--- src/rtl/text_mem_pkg.sv ---
// Shared types and default sizes for the Braille text store and its loader.
package text_mem_pkg;

  localparam int unsigned TEXT_DEPTH = 256;
  localparam int unsigned TEXT_AW    = 8;
  localparam int unsigned TEXT_DW    = 8;

  localparam logic [7:0] NUL = 8'h00;

  typedef enum logic [1:0] {
    StClear,
    StLoad,
    StPad,
    StDone
  } state_t;

endpackage

--- src/rtl/text_mem_ram.sv ---
// DEPTH x DW text store: one synchronous write port, one combinational read port.
module text_mem_ram #(
  parameter int unsigned DEPTH = 256,
  parameter int unsigned AW    = 8,
  parameter int unsigned DW    = 8
) (
  input  logic          clk,
  input  logic          we,
  input  logic [AW-1:0] waddr,
  input  logic [DW-1:0] wdata,
  input  logic [AW-1:0] raddr,
  output logic [DW-1:0] rdata
);

  logic [DW-1:0] mem [DEPTH];

  // No reset on the array; the loader zeroes it by walking every address.
  always_ff @(posedge clk) begin
    if (we) begin
      mem[waddr] <= wdata;
    end
  end

  assign rdata = mem[raddr];

endmodule

--- src/rtl/text_mem_loader.sv ---
// Loads an ASCII byte stream into the text store, null-pads the tail and flags the text valid.
module text_mem_loader
  import text_mem_pkg::*;
#(
  parameter int unsigned DEPTH = TEXT_DEPTH,
  parameter int unsigned AW    = TEXT_AW,
  parameter int unsigned DW    = TEXT_DW
) (
  input  logic          clk,
  input  logic          reset,
  input  logic          in_valid,
  input  logic [DW-1:0] in_data,
  input  logic          in_last,
  output logic          in_ready,
  input  logic          restart,
  input  logic [AW-1:0] rd_addr,
  output logic [DW-1:0] rd_data,
  output logic          busy,
  output logic          text_valid,
  output logic [AW-1:0] text_len,
  output logic          overflow
);

  localparam logic [AW-1:0] LAST = AW'(DEPTH - 1);

  state_t        state;
  logic [AW-1:0] wr_ptr;
  logic [AW-1:0] ptr_inc;
  logic          we;
  logic [DW-1:0] wdata;
  logic          xfer;
  logic          is_nul;

  assign ptr_inc = wr_ptr + 1'b1;
  assign xfer    = in_valid && in_ready;
  assign is_nul  = (in_data == DW'(NUL));

  always_comb begin
    we    = 1'b0;
    wdata = '0;
    unique case (state)
      StClear, StPad: we = 1'b1;
      StLoad: begin
        we    = xfer && !is_nul;
        wdata = in_data;
      end
      default: ;
    endcase
  end

  always_ff @(posedge clk or negedge reset) begin
    if (!reset) begin
      state      <= StClear;
      wr_ptr     <= '0;
      in_ready   <= 1'b0;
      busy       <= 1'b1;
      text_valid <= 1'b0;
      text_len   <= '0;
      overflow   <= 1'b0;
    end else begin
      unique case (state)
        StClear: begin
          wr_ptr <= ptr_inc;
          if (wr_ptr == LAST) begin
            state    <= StLoad;
            wr_ptr   <= '0;
            in_ready <= 1'b1;
            busy     <= 1'b0;
          end
        end
        StLoad: begin
          if (xfer) begin
            if (is_nul) begin
              state    <= StPad;
              in_ready <= 1'b0;
              busy     <= 1'b1;
            end else begin
              wr_ptr   <= ptr_inc;
              text_len <= text_len + 1'b1;
              // The last word is reserved so the text is always NUL-terminated.
              if (in_last || ptr_inc == LAST) begin
                state    <= StPad;
                in_ready <= 1'b0;
                busy     <= 1'b1;
                overflow <= !in_last;
              end
            end
          end
        end
        StPad: begin
          wr_ptr <= ptr_inc;
          if (wr_ptr == LAST) begin
            state      <= StDone;
            busy       <= 1'b0;
            text_valid <= 1'b1;
          end
        end
        StDone: begin
          if (restart) begin
            state      <= StClear;
            wr_ptr     <= '0;
            text_len   <= '0;
            overflow   <= 1'b0;
            text_valid <= 1'b0;
            busy       <= 1'b1;
          end
        end
        default: state <= StClear;
      endcase
    end
  end

  text_mem_ram #(
    .DEPTH(DEPTH),
    .AW   (AW),
    .DW   (DW)
  ) u_ram (
    .clk  (clk),
    .we   (we),
    .waddr(wr_ptr),
    .wdata(wdata),
    .raddr(rd_addr),
    .rdata(rd_data)
  );

endmodule

--- config.mk ---
export PLATFORM = sky130hd
export DESIGN_NAME = text_mem_loader
export DESIGN_NICKNAME = d
export VERILOG_FILES = /design/src/rtl/text_mem_pkg.sv /design/src/rtl/text_mem_ram.sv /design/src/rtl/text_mem_loader.sv
export SDC_FILE = /design/constraint.sdc
export NUM_CORES = 2
export LEC_CHECK = 0
export CAP_MARGIN = 40
export CORE_AREA = 4 4 389 391
export DETAILED_ROUTE_END_ITERATION = 8
export DIE_AREA = 0 0 393 395
export PLACE_DENSITY = 0.7
export SKIP_LAST_GASP = 1
export SYNTH_ARGS = -nofsm -noshare
export SYNTH_HDL_FRONTEND = slang
export SYNTH_SLANG_ARGS = --single-unit
--- constraint.sdc ---
create_clock -name clk -period 7.59 [get_ports clk]
set_input_delay 1.518 -clock clk [delete_from_list [all_inputs] [get_ports clk]]
set_output_delay 1.518 -clock clk [all_outputs]
set_load 0.05 [all_outputs]
==> results_dict.tcl <==
set metrics [dict create \
    nets 4134 \
    ios 41 \
    ys_top_cells_by_area "edfxtp_1 (76%), mux4_2 (12%), mux2i_1 (2.2%)" \
    clk_pin_slew_ns 0.05 \
    area.sequential_mm2 0.0621 \
    dr.pass1.iters 6 \
    slowest_stage "nor4_1" \
    vias 40689 \
    final_cells 6192 \
    cts_buffers 194 \
    yosysSeqAreaShare 0.768 \
    antenna_found_initial 5 \
    final_common_cell "edfxtp_1" \
    worstHoldEndpoint "busy$_DFFE_PN1P_" \
    avgSynthCellArea_um2 20.5 \
    yosysTopAreaCell "edfxtp_1" \
    synth_edf_count 2048 \
    slew_violations 0 \
    vias_per_cell 6.57 \
    fin_skew_ns 0.0212 \
    multi_input_area_mm2 0.0173 \
    die_width_um 393 \
    worst-path-max-fanout 67 \
    vdd_drop_max_uv 258 \
    ctsLongestPathBuffers 3 \
    synthCells 3934 \
    rr_worst_depth 7 \
    grt_max_degree 221 \
    area_delta_synth_final_pct 11.4 \
    fmax_mhz 143 \
    drive_gt1_frac 0.214 \
    post_cts_buffers 0 \
    slew_headroom 0.188 \
    overflow 0 \
    finalSetupTns_ns 0 \
    reg2reg_from "state[1]$_DFFE_PN0P_" \
    ant_nets 0 \
    grt_pass1_vias 40265 \
    leakage_nw 30.5 \
    setup_viol 0 \
    worstReg2RegEnd "u_ram.mem[185][3]$_DFFE_PP_" \
    hold_class "reg2reg" \
    detail_route.wl_per_cell_um 31.3 \
    hold_ws_ns 0.457 \
    cts_root_buffer "clkbuf_16" \
    portBuffers 40 \
    fin_crit_sh 0.923 \
    p_per_area_mw_per_mm2 274 \
    critPathMaxStageDelay_ns 0.76 \
    endpoint_kind "output port" \
    routed_wl_mm 194 \
    clock-sinks 2070 \
    crit_required_ns 6.07 \
    drt_iter0_drc 5608 \
    grt_pass1_wl_mm 282 \
    die-area_mm2 0.155 \
    reg2reg_setup_slack_ns 2.99 \
    htreeDepth 4 \
    synthArstFlopShare 0.0106 \
    core_area_mm2 0.147 \
    arrival_ns 5.49 \
    synth_ff_type "edfxtp_1" \
    cap_violations 0 \
    die_y_um 395 \
    dp_cells 5831 \
    min-delay-start "busy$_DFFE_PN1P_" \
    synth_seq_cells 2070 \
    yosysWarnings 0 \
    worst-path-buf-inv 5 \
    place_congestion 0.874 \
    initial_core_util 0.548 \
    synth_top_area_frac 0.761 \
    min_period_ns 7.01 \
    rsz0062_at_grt "no" \
    worst_slew_pin_slew_ns 1.22 \
    dp_hpwl_mm 115 \
    synthesis.nets 3965 \
    start_kind "input pin" \
    rows 141 \
    crit_chain "buf_8 > buf_12 > mux4_2 > a22oi_1 > a21oi_1 > nor4_1 > buf_4 > nor4_1 > clkdlybuf4s15_2 > buf_4" \
    syn_area_mm2 0.0808 \
    ctsResizeCount 0 \
    status "finished clean" \
    worstHoldPathCells 2 \
    grt_use_total 0.252 \
    crit_family "buffers and inverters" \
    final_cell_mix "edfxtp_1 (2,048), mux4_2 (426), nor2_1 (292)" \
    hold_viol 0 \
    cts_tree "built" \
    critical_path_class "in2out" \
    holdBufCountCts 0 \
    fill_cells 10092 \
    synth_cell_types 67 \
    clk_latency_ns 0.83 \
    drc_errors 0 \
]
synth_stat cells (11+ instances only):
| library cell | count |
|---|---|
| clkbuf_1 | 88 |
| nor4_1 | 24 |
| nor2_1 | 295 |
| nand3_1 | 34 |
| a211oi_1 | 12 |
| buf_2 | 62 |
| mux2i_1 | 175 |
| a21oi_1 | 89 |
| buf_4 | 21 |
| o22ai_1 | 49 |
| nor3_1 | 36 |
| mux4_2 | 426 |
| edfxtp_1 | 2048 |
| buf_6 | 30 |
| and2_1 | 11 |
| o21ai_0 | 28 |
| o221ai_1 | 35 |
| nand2_1 | 67 |
| dfrtp_1 | 21 |
| buf_1 | 18 |
| nor2b_1 | 24 |
| buf_8 | 14 |
| a22oi_1 | 154 |
| a22o_1 | 14 |
| a221oi_1 | 18 |
per-stage QoR:
stage                      util  setup WS, ns  power, W  instance area, um2
after detailed placement  0.568         0.727    0.0154               83800
final                     0.611         0.585    0.0247               90100
after global placement    0.566         0.655    0.0153               83400
after CTS                 0.610         0.712    0.0248               90000
after global routing      0.611         0.633    0.0254               90000
after floorplan               -          1.66    0.0144               80800
where the power goes:
group | switching [W] | internal (W) | leakage, nW
logic | 0.00160 | 0.000543 | 6.38
clock network | 0.00410 | 0.00542 | 3.02
registers | 0.000112 | 0.0129 | 21.1
total | 0.00581 | 0.0189 | 30.5
flip-flops by register name (all words and copies together) (netlist names):
| name | cells |
|---|---|
| u_ram.mem | 2048 |
| text_len | 8 |
| wr_ptr | 8 |
| state | 2 |
| busy | 1 |
| in_ready | 1 |
| overflow | 1 |
| text_valid | 1 |
worst reg2reg max path, cell delays in order, from the launching register on:
cell       delay (ns)
dfrtp_1          0.41
inv_1            0.09
ha_1             0.46
o2111ai_1        0.29
a21o_1           0.36
nor3b_1          0.85
nand3_1          0.84
nor2_1           0.92
metal layers:
layer / GRT usage / up-vias / part of all wire
met1: 0.371 / 21348 / 0.39
met2: 0.380 / 2226 / 0.47
met5: 0 / - / 0.00029
met3: 0.0486 / 346 / 0.10
li1: - / 16761 / -
met4: 0.0936 / 8 / 0.038
logic make-up after synthesis:
family | Yosys count | synth area share
buffers and inverters | 250 | 0.0195
xor gates and xnor gates | 6 | 0.000650
muxes | 604 | 0.141
adders and majority gates | 10 | 0.00155
AOI/OAI and AO/OA | 452 | 0.0389
and+or+nand+nor | 542 | 0.0307
DFF | 2070 | 0.768
worst max path at each step:
stage / depth (start not counted) / slack, ns / endpoint / start
floorplan: 11 / 1.66 / rd_data[2] / rd_addr[0]
global placement: 8 / 0.66 / rd_data[3] / rd_addr[7]
detailed placement: 10 / 0.73 / rd_data[3] / rd_addr[0]
CTS: 10 / 0.71 / rd_data[3] / rd_addr[0]
global route: 10 / 0.63 / rd_data[3] / rd_addr[0]
finish: 10 / 0.58 / rd_data[3] / rd_addr[0]
area by class of cell:
class / instances / area share
flip-flops and latches: 2070 / 0.689
well taps: 1930 / 0.0268
clock buffers: 237 / 0.0559
clock inverters: 117 / 0.0127
multi-input cells: 1614 / 0.192
inverters: 11 / 0.000459
repair buffers: 212 / 0.0231
diodes: 1 / 0.0000278
No activity file was read; power rests on OpenSTA's default activity.
